### src/rtl/axi_lite_pkg.sv
// Shared AXI-lite response codes and the arbiter FSM state encoding.
package axi_lite_pkg;

    localparam logic [1:0] RESP_OKAY   = 2'b00;
    localparam logic [1:0] RESP_SLVERR = 2'b10;

    typedef enum logic [2:0] {
        IDLE    = 3'd0,
        RD_ADDR = 3'd1,
        RD_DATA = 3'd2,
        WR_REQ  = 3'd3,
        WR_RESP = 3'd4
    } arb_state_t;

endpackage

### src/rtl/rr_arbiter.sv
// Combinational rotating-priority picker: first requester at or after
// ptr, wrapping modulo N. A constant zero ptr gives fixed priority.
module rr_arbiter #(
    parameter int N     = 2,
    parameter int IDX_W = 1
) (
    input  logic [N-1:0]     req,
    input  logic [IDX_W-1:0] ptr,
    output logic [N-1:0]     grant,
    output logic [IDX_W-1:0] idx,
    output logic             any
);

    logic [IDX_W-1:0] cand;

    always_comb begin
        grant = '0;
        idx   = '0;
        any   = 1'b0;
        cand  = '0;
        for (int k = 0; k < N; k++) begin
            cand = IDX_W'((int'(ptr) + k) % N);
            if (!any && req[cand]) begin
                any         = 1'b1;
                grant[cand] = 1'b1;
                idx         = cand;
            end
        end
    end

endmodule

### src/rtl/axi_lite_arbiter.sv
// N-master to 1-slave AXI-lite arbiter, one whole transaction at a time.
// Define ARB_FIXED_PRIO_EN for fixed lowest-index priority.
module axi_lite_arbiter
    import axi_lite_pkg::*;
#(
    parameter int NUM_MASTERS = 2,
    parameter int ADDR_W      = 32,
    parameter int DATA_W      = 32
) (
    input  logic                            clk,
    input  logic                            reset,
    input  logic [NUM_MASTERS*ADDR_W-1:0]   up_araddr,
    input  logic [NUM_MASTERS-1:0]          up_arvalid,
    output logic [NUM_MASTERS-1:0]          up_arready,
    output logic [NUM_MASTERS*DATA_W-1:0]   up_rdata,
    output logic [NUM_MASTERS*2-1:0]        up_rresp,
    output logic [NUM_MASTERS-1:0]          up_rvalid,
    input  logic [NUM_MASTERS-1:0]          up_rready,
    input  logic [NUM_MASTERS*ADDR_W-1:0]   up_awaddr,
    input  logic [NUM_MASTERS-1:0]          up_awvalid,
    output logic [NUM_MASTERS-1:0]          up_awready,
    input  logic [NUM_MASTERS*DATA_W-1:0]   up_wdata,
    input  logic [NUM_MASTERS*DATA_W/8-1:0] up_wstrb,
    input  logic [NUM_MASTERS-1:0]          up_wvalid,
    output logic [NUM_MASTERS-1:0]          up_wready,
    output logic [NUM_MASTERS*2-1:0]        up_bresp,
    output logic [NUM_MASTERS-1:0]          up_bvalid,
    input  logic [NUM_MASTERS-1:0]          up_bready,
    output logic [ADDR_W-1:0]               dn_araddr,
    output logic                            dn_arvalid,
    input  logic                            dn_arready,
    input  logic [DATA_W-1:0]               dn_rdata,
    input  logic [1:0]                      dn_rresp,
    input  logic                            dn_rvalid,
    output logic                            dn_rready,
    output logic [ADDR_W-1:0]               dn_awaddr,
    output logic                            dn_awvalid,
    input  logic                            dn_awready,
    output logic [DATA_W-1:0]               dn_wdata,
    output logic [DATA_W/8-1:0]             dn_wstrb,
    output logic                            dn_wvalid,
    input  logic                            dn_wready,
    input  logic [1:0]                      dn_bresp,
    input  logic                            dn_bvalid,
    output logic                            dn_bready,
    output logic                            busy
);

    localparam int IDX_W =
        (NUM_MASTERS > 1) ? $clog2(NUM_MASTERS) : 1;
    localparam int STRB_W = DATA_W / 8;

    arb_state_t       state;
    logic [IDX_W-1:0] g;
    logic             aw_done;
    logic             w_done;

    logic [NUM_MASTERS-1:0] req;
    logic [NUM_MASTERS-1:0] grant;
    logic [IDX_W-1:0]       idx;
    logic                   any;

`ifdef ARB_FIXED_PRIO_EN
    logic [IDX_W-1:0] rr_ptr;
    assign rr_ptr = '0;
`else
    logic [IDX_W-1:0] rr_ptr;
    logic [IDX_W-1:0] ptr_next;
    assign ptr_next = (g == IDX_W'(NUM_MASTERS - 1))
                    ? '0 : g + 1'b1;
`endif

    assign req  = up_arvalid | up_awvalid;
    assign busy = (state != IDLE);

    rr_arbiter #(
        .N     (NUM_MASTERS),
        .IDX_W (IDX_W)
    ) u_rr (
        .req   (req),
        .ptr   (rr_ptr),
        .grant (grant),
        .idx   (idx),
        .any   (any)
    );

    logic ar_hs, r_hs, aw_hs, w_hs, b_hs;
    logic aw_fin, w_fin;

    assign ar_hs  = dn_arvalid & dn_arready;
    assign r_hs   = dn_rvalid & dn_rready;
    assign aw_hs  = dn_awvalid & dn_awready;
    assign w_hs   = dn_wvalid & dn_wready;
    assign b_hs   = dn_bvalid & dn_bready;
    assign aw_fin = aw_done | aw_hs;
    assign w_fin  = w_done | w_hs;

    // Only the granted slice is ever routed; IDLE leaves everything at 0.
    always_comb begin
        dn_araddr  = '0;
        dn_arvalid = 1'b0;
        dn_rready  = 1'b0;
        dn_awaddr  = '0;
        dn_awvalid = 1'b0;
        dn_wdata   = '0;
        dn_wstrb   = '0;
        dn_wvalid  = 1'b0;
        dn_bready  = 1'b0;
        up_arready = '0;
        up_rdata   = '0;
        up_rresp   = '0;
        up_rvalid  = '0;
        up_awready = '0;
        up_wready  = '0;
        up_bresp   = '0;
        up_bvalid  = '0;
        for (int i = 0; i < NUM_MASTERS; i++) begin
            if (g == IDX_W'(i)) begin
                case (state)
                    RD_ADDR: begin
                        dn_araddr     = up_araddr[i*ADDR_W +: ADDR_W];
                        dn_arvalid    = up_arvalid[i];
                        up_arready[i] = dn_arready;
                    end
                    RD_DATA: begin
                        up_rvalid[i]                 = dn_rvalid;
                        dn_rready                    = up_rready[i];
                        up_rdata[i*DATA_W +: DATA_W] = dn_rdata;
                        up_rresp[i*2 +: 2]           = dn_rresp;
                    end
                    WR_REQ: begin
                        dn_awaddr     = up_awaddr[i*ADDR_W +: ADDR_W];
                        dn_awvalid    = up_awvalid[i] & ~aw_done;
                        up_awready[i] = dn_awready & ~aw_done;
                        dn_wdata      = up_wdata[i*DATA_W +: DATA_W];
                        dn_wstrb      = up_wstrb[i*STRB_W +: STRB_W];
                        dn_wvalid     = up_wvalid[i] & ~w_done;
                        up_wready[i]  = dn_wready & ~w_done;
                    end
                    WR_RESP: begin
                        up_bvalid[i]       = dn_bvalid;
                        dn_bready          = up_bready[i];
                        up_bresp[i*2 +: 2] = dn_bresp;
                    end
                    default: ;
                endcase
            end
        end
    end

    always_ff @(posedge clk or posedge reset) begin
        if (reset) begin
            state   <= IDLE;
            g       <= '0;
            aw_done <= 1'b0;
            w_done  <= 1'b0;
`ifndef ARB_FIXED_PRIO_EN
            rr_ptr  <= '0;
`endif
        end else begin
            case (state)
                IDLE: begin
                    if (any) begin
                        g     <= idx;
                        state <= (|(grant & up_arvalid))
                               ? RD_ADDR : WR_REQ;
                    end
                end
                RD_ADDR: begin
                    if (ar_hs) state <= RD_DATA;
                end
                RD_DATA: begin
                    if (r_hs) begin
`ifndef ARB_FIXED_PRIO_EN
                        rr_ptr <= ptr_next;
`endif
                        state  <= IDLE;
                    end
                end
                WR_REQ: begin
                    if (aw_fin && w_fin) begin
                        state   <= WR_RESP;
                        aw_done <= 1'b0;
                        w_done  <= 1'b0;
                    end else begin
                        aw_done <= aw_fin;
                        w_done  <= w_fin;
                    end
                end
                WR_RESP: begin
                    if (b_hs) begin
`ifndef ARB_FIXED_PRIO_EN
                        rr_ptr <= ptr_next;
`endif
                        state  <= IDLE;
                    end
                end
                default: state <= IDLE;
            endcase
        end
    end

endmodule

### config.mk
export PLATFORM = sky130hd
export DESIGN_NAME = axi_lite_arbiter
export DESIGN_NICKNAME = d
export VERILOG_FILES = /design/src/rtl/axi_lite_pkg.sv /design/src/rtl/rr_arbiter.sv /design/src/rtl/axi_lite_arbiter.sv
export SDC_FILE = /design/constraint.sdc
export NUM_CORES = 1
export LEC_CHECK = 0
export CORE_AREA = 3 3 169 171
export CTS_BUF_LIST = sky130_fd_sc_hd__clkbuf_8 sky130_fd_sc_hd__clkbuf_16
export CTS_CLUSTER_DIAMETER = 40
export CTS_CLUSTER_SIZE = 8
export DETAILED_ROUTE_END_ITERATION = 8
export DIE_AREA = 0 0 172 174
export HOLD_SLACK_MARGIN = 0.08
export PLACE_DENSITY = 0.47
export SETUP_SLACK_MARGIN = 0.4
export SYNTH_ARGS = -nofsm -noshare
export SYNTH_HDL_FRONTEND = slang
export SYNTH_SLANG_ARGS = --single-unit
### constraint.sdc
create_clock -name clk -period 2 [get_ports clk]
set_input_delay 0.2 -clock clk [delete_from_list [all_inputs] [get_ports clk]]
set_output_delay 0.2 -clock clk [all_outputs]
set_load 0.02 [all_outputs]
Yosys cells after proc, flatten, opt, wreduce, memory -nomap -nowiden
Index checks and enable logic that the tools add are counted.
{ "totals": {"ff_bits": 7, "input_bits": 253, "output_inout_bits": 188, "elab_cells": 137} }
{ "op_classes": {"add_sub_neg": 2, "order_cmp": 4, "n_eq_ne": 9, "n_mux": 87, "bitwise_logic": 18, "reduce_logical": 12} }
{ "ops": {"columns": ["op", "n"], "rows": [
  ["$mux W32", 15],
  ["$mux W1", 50],
  ["$mux W2", 9],
  ["$mux W4", 4],
  ["$mux W3", 5],
  ["$pmux W3 S5", 1],
  ["$and A1 B1 Y1", 11],
  ["$ne A2 B2 Y1 const B", 5],
  ["$eq A3 B2 Y1 const B", 2],
  ["$reduce_and A5 Y1", 1],
  ["$logic_and A1 B1 Y1", 4],
  ["$lt A1 B2 Y1 const B", 2],
  ["$or A2 B2 Y2", 2],
  ["$eq A3 B1 Y1 const B", 1],
  ["$eq A3 B3 Y1 const B", 1],
  ["$logic_not A3 Y1", 1],
  ["$reduce_and A3 Y1", 1],
  ["$reduce_bool A3 Y1", 1],
  ["$add A1 B1 Y1 const B", 2],
  ["$and A2 B2 Y2", 1],
  ["$demux W1 S1", 2],
  ["$ge A1 B1 Y1 const B", 2],
  ["$not A1 Y1", 2],
  ["$or A1 B1 Y1", 2],
  ["5 further kinds", 5]
]} }

Logic depth before layout (Yosys ltp)
Gate-level depths: netlist of the first run.
{ "depth": {"ltp_word": 12, "depth_mapped": 7} }

Hierarchy
Synthesis of the first run repeated with hierarchy kept, for this count alone.
{ "unflattened": {"cells_unflattened": 389, "hier_area_um2": 2693.8} }
{ "by_module_without_submodules": {"columns": ["module", "instances", "cells_each", "area_per_inst_um2", "seq_area_each_um2"], "rows": [
  ["axi_lite_arbiter", 1, 384, 2661.3, 175.2],
  ["rr_arbiter", 1, 5, 32.5, 0.0]
]} }

Worst setup path before layout of the first run
Ideal clock, no wire load.
{ "synth_timing": {"kind": "register to output", "start": "reg g", "end": "out up_awready[0]", "arrival_ns": 1.745, "t_required_ns": 1.800, "path_slack_ns": 0.055, "path_stages_with_launch": 6, "n_path_buf": 4, "cell_sequence": "dfrtp_1 > buf_4 > buf_4 > buf_2 > clkbuf_1 > nor4b_1"} }
{ "synth_via": {"elab_chain_cells": 1} }
{ "synth_rtl": {"columns": ["element", "line_no", "text"], "rows": [
  ["start: declaration", "axi_lite_arbiter.sv:54", "logic [IDX_W-1:0] g;"],
  ["start signal: assignment", "axi_lite_arbiter.sv:164", "g <= idx;"],
  ["$mux W1", "axi_lite_arbiter.sv:118", "if (g == IDX_W'(i)) begin"],
  ["end: declaration", "axi_lite_arbiter.sv:21", "output logic [NUM_MASTERS-1:0] up_awready,"]
]} }
Every way passes these cells.

Worst setup path in the final report of the first run
{ "layout_timing": {"start": "reg g", "end": "reg state[1]"} }
{ "layout_via": {"elab_chain_cells": 8, "elab_cells_between_ends": 28, "classes_between": "4 x eq/ne; 15 x mux; 7 x bitwise; 2 x reduce/logical"} }
{ "layout_rtl": {"columns": ["element", "line_no", "text"], "rows": [
  ["$mux W1", "axi_lite_arbiter.sv:118", null],
  ["$mux W1", "axi_lite_arbiter.sv:119", "case (state)"],
  ["$mux W1", "axi_lite_arbiter.sv:118", null],
  ["$and A1 B1 Y1 (on tied branches)", "axi_lite_arbiter.sv:92, axi_lite_arbiter.sv:93", null],
  ["$or A1 B1 Y1 (on tied branches)", "axi_lite_arbiter.sv:95, axi_lite_arbiter.sv:96", null],
  ["$logic_and A1 B1 Y1", "axi_lite_arbiter.sv:181", "if (aw_fin && w_fin) begin"],
  ["$ne A2 B2 Y1 (no line)", null, null],
  ["$reduce_and A5 Y1 (no line) *", null, null],
  ["end signal: assignment", "axi_lite_arbiter.sv:165", "state <= (|(grant & up_arvalid))"],
  ["end: declaration", "axi_lite_arbiter.sv:53", "arb_state_t state;"]
]} }
Every way passes the cells marked *; elsewhere a longest branch is shown, timed or not.
A chain may end at the register's enable or synchronous reset.

==> metrics.md, run 1 <==
| Metric | Value |
|---|---|
| Least-Margin Pin Slew | `~360 ps` |
| GPL Wtd Cong | `~0.75` |
| Final min period | `1950 ps` |
| Max stage delay cell, worst path | `dfrtp_4` |
| Leakage | `about 4.4 nW` |
| Seq/Total Area, Yosys | `0.0670` |
| Clock latency on the worst-skew pair | `about 230 ps` |
| N_diodes | `0` |
| Fmax | `513 MHz` |
| Pre-CTS setup slack | `-84.6 ps` |
| Starting DRT DRC Count | `85` |
| Type of the most critical hold path | `primary input to asynchronous set/reset pin` |
| RSZ-0062 raised after global routing | `yes` |
| Synth top area share | `0.402` |
| Final count of pins violating max slew | `0` |
| Register clock-pin slew on the reported worst setup and hold paths | `approximately 40 ps` |
| Largest net degree at the start of global routing | `37` |
| CP Class | `flip-flop to flip-flop` |
| Initial DRT Pass Iterations | `4` |
| Mapped Cells | `386` |
| Setup TNS | `0 ps` |
| Post-synth top flop | `dfrtp_1` |
| Max-Slew Margin vs Limit | `0.760` |
| Root buffer cell | `clkbuf_16` |
| M1 WL | `~9000 µm` |
| Post-route ant nets | `0` |
| Non-filler cells, final | `1254` |
| Placeable core area | `roughly 27000 µm²` |
| Layout cells sized above 1 | `0.512` |
| Gr ovfl total | `0` |
| Maxcap violations | `0` |
| Async S/R FF share, synth | `1.00` |
| Worst setup SP type | `flip-flop` |
| Maximum vdd ir drop | `approximately 0.36 mV` |
| Vias | `between 4000 and 5000` |
| FF+latch count, synth | `7` |
| Critical path, cell by cell | `buf_12 -> mux2i_4 -> o21bai_1 -> a21o_1 -> nand4_4 -> mux2_4` |
| GRT Total Usage | `0.137` |
| Final Hold Viols | `0` |
| Crit. End Element | `flip-flop` |
| WP data arrival | `about 2100 ps` |
| EDFF count, synth | `0` |
| Status | `completed` |
| Hold_ws | `about 230 ps` |
| Total CTS buffers | `3` |
| Vias in the first global route | `4804` |
| Die width | `172 µm` |
| Clk_skew | `between 0.3 and 0.4 ps` |
| Full die area | `29900 µm²` |
| Delay-heaviest family, CP | `flip-flops` |
| Post-synth top area cell | `mux2i_1` |
| Cell Pwr Density | `1120 nW/µm²` |
| DR vias/cell | `3.85` |
| First-pass GRT wire length | `approximately 31000 µm` |
| CTS HTree Levels | `1` |
| DP Wirelength | `18600 µm` |
| CTS tree | `done` |
| Highest metal used | `met5` |
| Port buffer count | `440` |
| I/O pin total | `~440` |
| Initial Util | `0.0967` |
| Syn Area/Cell | `~6.8 µm²` |
| Routed length per instance | `~20 µm` |
| Fin nets | `about 1200` |
| Dpl cells | `between 1000 and 1500` |
| Num rows | `60` |
| DRC Markers | `0` |
| Clock sinks | `7` |
| Die Y | `174 µm` |
| WP buf/inv | `1` |
| Synthesized area | `about 2600 µm²` |
| Initial antenna violation count | `1` |
| WL met3 | `2600 µm` |
| Area grow syn2layout | `265%` |
| CTS max path bufs | `2` |
| Maximum single-stage delay on the critical path | `between 500 and 600 ps` |
| Syn_nets | `roughly 640` |
| DR WL met2 | `13000 µm` |
| Yosys Warn Count | `0` |
| Top cells by area, synth | `mux2i_1 40%, and2_1 17%, nor2_1 16%` |
| Distinct cells, synth | `33` |
| Post-layout util | `0.352` |
| Crit Path Max Fanout | `8` |
| Fin worst setup slack | `about 52 ps` |
| Endpoints failing setup | `0` |
| Fin crit share | `0.974` |
| DRT Wirelength | `roughly 25000 µm` |
| Worst Path Required | `around 2100 ps` |
==> per-stage QoR <==
stage          total power [mW]  cell area [µm²]
3_5_place_dp               7.62             7990
6_report                   10.6             9530
2_1_floorplan              3.93             2750
4_1_cts                    8.47             8400
3_3_place_gp               7.64             7990
5_1_grt                    11.2             9530
==> worst reg2reg max path, cell delays in order, from the launching register on <==
cell	delay [ps]
dfrtp_4	550
buf_12	170
mux2i_4	200
o21bai_1	220
a21o_1	220
nand4_4	140
mux2_4	330
==> what timing repair did <==
item	in CTS	in global routing
pin swaps	7	27
buffers inserted	6	41
gates cloned	4	15
hold buffers	0	0
gates resized for setup	571	506
endpoints found under the setup margin	192	195
==> cells by family (layout without fill, tap and decap cells) <==
family / after synthesis / after routing / share of synthesized area
compound gates: 14 / 14 / 0.0316
buf+inv: 39 / 566 / 0.0647
flops: 7 / 7 / 0.0671
mux: 108 / 108 / 0.415
simple gates: 218 / 218 / 0.421
==> state kept, by name (all words and copies together) (netlist names) <==
| name | flops |
|---|---|
| rr_ptr | 1 |
| g | 1 |
| state | 3 |
| aw_done | 1 |
| w_done | 1 |
==> synth_stat cells (3+ instances only) <==
cell type / n
nor2_1: 111
nor2b_1: 4
buf_2: 12
inv_1: 6
and2_1: 72
mux2i_1: 105
nor3_1: 7
nand2_1: 4
and3_1: 4
a21oi_1: 5
clkbuf_1: 18
o21ai_0: 3
dfrtp_1: 7
==> cell usage in the layout, fill, tap and decap left out, types with 9 or more instances in the layout <==
| master | n |
|---|---|
| nor2_1 | 66 |
| nor2_2 | 34 |
| buf_6 | 92 |
| and2_2 | 14 |
| nor2_4 | 11 |
| buf_12 | 23 |
| mux2i_4 | 18 |
| and2_4 | 37 |
| mux2i_1 | 71 |
| clkbuf_16 | 13 |
| and2_1 | 21 |
| buf_4 | 155 |
| buf_8 | 9 |
| clkdlybuf4s50_1 | 252 |
| mux2i_2 | 16 |
==> layout make-up <==
class | count | area, µm²
Tap cell | 341 | 427
Timing Repair Buffer | 556 | 5790
Clock buffer | 3 | 75.1
Fill cell | 2818 | 17500
Multi-Input combinational cell | 340 | 3030
Inverter | 6 | 22.5
Sequential cell | 7 | 183
Clock inverter | 1 | 3.75
==> where the power goes <==
part           switching (mW)  total, mW  leakage [nW]  internal [mW]
clock                  0.0820      0.343        0.0423          0.261
sequential              0.132      0.351        0.0824          0.219
combinational            4.48       9.93          4.24           5.45
total                    4.69       10.6          4.36           5.93
==> metal layers <==
layer	vias up	track usage
li1	2350	-
met1	2217	0.150
met2	259	0.259
met3	6	0.0507
met4	2	0.0110
met5	-	0
==> path summary, 6_finish.rpt <==
check	from	depth (start not counted)	end	slack, ps
min	reset	2	w_done	230
min reg2reg	rr_ptr	2	rr_ptr	590
max	g	6	state[1]	50
max in group asynchronous	reset	2	g	1480
max reg2reg	g	6	state[1]	50
min in group clk	rr_ptr	2	rr_ptr	590
Power figures use the tool's default switching activity.
==> inputs of run 2 (changes only) <==
--- a/config.mk
+++ b/config.mk
@@ -8,7 +8,6 @@
 export CORE_AREA = 3 3 169 171
 export CTS_BUF_LIST = sky130_fd_sc_hd__clkbuf_8 sky130_fd_sc_hd__clkbuf_16
 export CTS_CLUSTER_DIAMETER = 40
-export CTS_CLUSTER_SIZE = 8
 export DETAILED_ROUTE_END_ITERATION = 8
 export DIE_AREA = 0 0 172 174
 export HOLD_SLACK_MARGIN = 0.08
==> results of run 2 <==
No change in the layout: final DEF, timing and power equal those of run 1.
==> inputs of run 3 (changes only) <==
--- a/config.mk
+++ b/config.mk
@@ -5,13 +5,15 @@
 export SDC_FILE = /design/constraint.sdc
 export NUM_CORES = 1
 export LEC_CHECK = 0
-export CORE_AREA = 3 3 169 171
+export CELL_PAD_IN_SITES_DETAIL_PLACEMENT = 0
+export CELL_PAD_IN_SITES_GLOBAL_PLACEMENT = 1
+export CORE_AREA = 3 3 171 173
 export CTS_BUF_LIST = sky130_fd_sc_hd__clkbuf_8 sky130_fd_sc_hd__clkbuf_16
 export CTS_CLUSTER_DIAMETER = 40
 export DETAILED_ROUTE_END_ITERATION = 8
-export DIE_AREA = 0 0 172 174
+export DIE_AREA = 0 0 174 176
 export HOLD_SLACK_MARGIN = 0.08
-export PLACE_DENSITY = 0.47
+export PLACE_DENSITY = 0.71
 export SETUP_SLACK_MARGIN = 0.4
 export SYNTH_ARGS = -nofsm -noshare
 export SYNTH_HDL_FRONTEND = slang
==> run 3 against run 2 <==
Wire length fell by 2.7%. Clock skew rose by 0.57 ps. Register-to-register slack barely moved. Hold slack improved by 43 ps. Largest cell class unchanged. Utilization rose by 2.5 points.
==> metrics.md, run 3 (synthesis results as in run 1) <==
| Metric | Value |
|---|---|
| RSZ-0062 raised after global routing | `yes` |
| Num rows | `about 60` |
| Worst Path Required | `1800 ps` |
| CP Class | `flip-flop to primary output` |
| Endpoints failing setup | `0` |
| Maxcap violations | `0` |
| Gr ovfl total | `0` |
| Port buffer count | `440` |
| Clock latency on the worst-skew pair | `230 ps` |
| Final Hold Viols | `0` |
| FILL cells | `between 2000 and 3000` |
| Fin crit share | `0.985` |
| Maximum vdd ir drop | `0.555 mV` |
| CTS tree | `done` |
| CTS HTree Levels | `1` |
| Register clock-pin slew on the reported worst setup and hold paths | `around 40 ps` |
| Fmax | `508 MHz` |
| Full die area | `a little over 30000 µm²` |
| Area grow syn2layout | `301%` |
| Die width | `174 µm` |
| Total CTS buffers | `3` |
| Clk_skew | `roughly 0.95 ps` |
| Final min period | `slightly below 2000 ps` |
| Multi-input gate area | `3460 µm²` |
| GRT Total Usage | `0.126` |
| Final count of pins violating max slew | `0` |
| Vias | `approximately 4900` |
| DRC Markers | `0` |
| Fin worst setup slack | `about 30 ps` |
| GPL Wtd Cong | `between 0.8 and 0.9` |
| Max-Slew Margin vs Limit | `0.776` |
| Hold_ws | `~280 ps` |
| N_diodes | `0` |
| Post-layout util | `0.377` |
| Vias in the first global route | `a little under 5000` |
| Cell Pwr Density | `between 1000 and 1500 nW/µm²` |
| Initial antenna violation count | `0` |
| Status | `completed` |
| Post-route ant nets | `0` |
| Max reg flops | `3` |
| Overall Power | `12.2 mW` |
| DRT Wirelength | `24100 µm` |
| Initial Util | `0.0940` |
| Register area | `181 µm²` |
| CTS max path bufs | `2` |
| First-pass GRT wire length | `approximately 30000 µm` |
| Starting DRT DRC Count | `66` |
| Commonest cells after routing, fill and taps aside | `252 x clkdlybuf4s50_1, 150 x buf_6, 100 x buf_4, 58 x mux2i_1, 49 x and2_4` |
| Crit. End Element | `primary output` |
| Fin nets | `approximately 1200` |
| Type of the most critical hold path | `primary input to asynchronous set/reset pin` |
| Initial DRT Pass Iterations | `4` |
| Worst setup SP type | `flip-flop` |
| Pre-CTS setup slack | `-136 ps` |
| Layout cells sized above 1 | `0.560` |
| Post-CTS Hold Buffers | `0` |
| Largest net degree at the start of global routing | `35` |
| Largest Register | `state` |
| Root buffer cell | `clkbuf_16` |
| I/O pin total | `around 440` |
| Clock sinks | `7` |
| DR vias/cell | `about 3.8` |
| Post-DP Area | `7890 µm²` |
| Routed length per instance | `~18 µm` |
| Commonest non-fill, non-tap cell in the layout | `clkdlybuf4s50_1` |
| Least-Margin Pin Slew | `roughly 330 ps` |
| WP data arrival | `between 1500 and 2000 ps` |
| Final instance area | `10500 µm²` |
| DP Wirelength | `16700 µm` |
| Crit Path Max Fanout | `5` |
| Placeable core area | `approximately 28000 µm²` |
| Die Y | `approximately 180 µm` |
| Leakage | `around 4.6 nW` |
==> run 3: report_power, final <==
group	total (mW)	switching, mW	internal, mW
Combinational	11.6	5.06	6.51
Sequential	0.333	0.116	0.218
Clock	0.336	0.0760	0.260
==> run 3: critical path, cell delays in order, from the launching register on <==
cell	delay [ps]
dfrtp_2	430
or3b_4	500
buf_6	160
buf_16	130
nor3b_2	150
buf_4	160
==> run 3: layer usage <==
layer / share of wire / GRT usage / wire [µm] / vias to the layer above
li1: - / - / - / 2389
met1: 0.39 / 0.151 / 9430 / 2276
met2: 0.52 / 0.229 / 12600 / 270
met3: 0.080 / 0.0368 / 1930 / 6
met4: 0.0071 / 0.0188 / 170 / 0
met5: 0 / 0 / 0 / -
==> run 3: final timing paths <==
path | to | cells past startpoint | startpoint | slack, ps
worst max-delay path | up_arready[0] | 5 | state[1] | 30
worst min-delay path | w_done | 2 | reset | 280
worst max register to register | state[1] | 7 | state[2] | 50
worst min register to register | rr_ptr | 2 | rr_ptr | 590
max in group asynchronous | g | 2 | reset | 1460
min in group clk | rr_ptr | 2 | rr_ptr | 590
==> run 3: timing repair <==
| item | CTS | global route |
|---|---|---|
| setup endpoints to repair | 192 | 192 |
| pin swaps | 17 | 45 |
| gates resized for setup | 752 | 573 |
| gates cloned | 10 | 16 |
| setup buffers | 22 | 40 |
==> run 3: cell type report <==
| type | count | share of cell area |
|---|---|---|
| inverters | 6 | 0.00263 |
| clock inverters | 1 | 0.000358 |
| clock buffers | 3 | 0.00717 |
| multi-input cells | 340 | 0.331 |
| well taps | 378 | 0.0452 |
| flip-flops and latches | 7 | 0.0173 |
| repair buffers | 571 | 0.597 |
==> run 3: through the flow <==
| stage | TNS (ps) | cells |
|---|---|---|
| 2_1_floorplan | 0 | 386 |
| 3_3_place_gp | -675 | 1214 |
| 3_5_place_dp | -790 | 1214 |
| 4_1_cts | -75.3 | 1250 |
| 5_1_grt | -43.5 | 1306 |
| 6_report | 0 | 1306 |
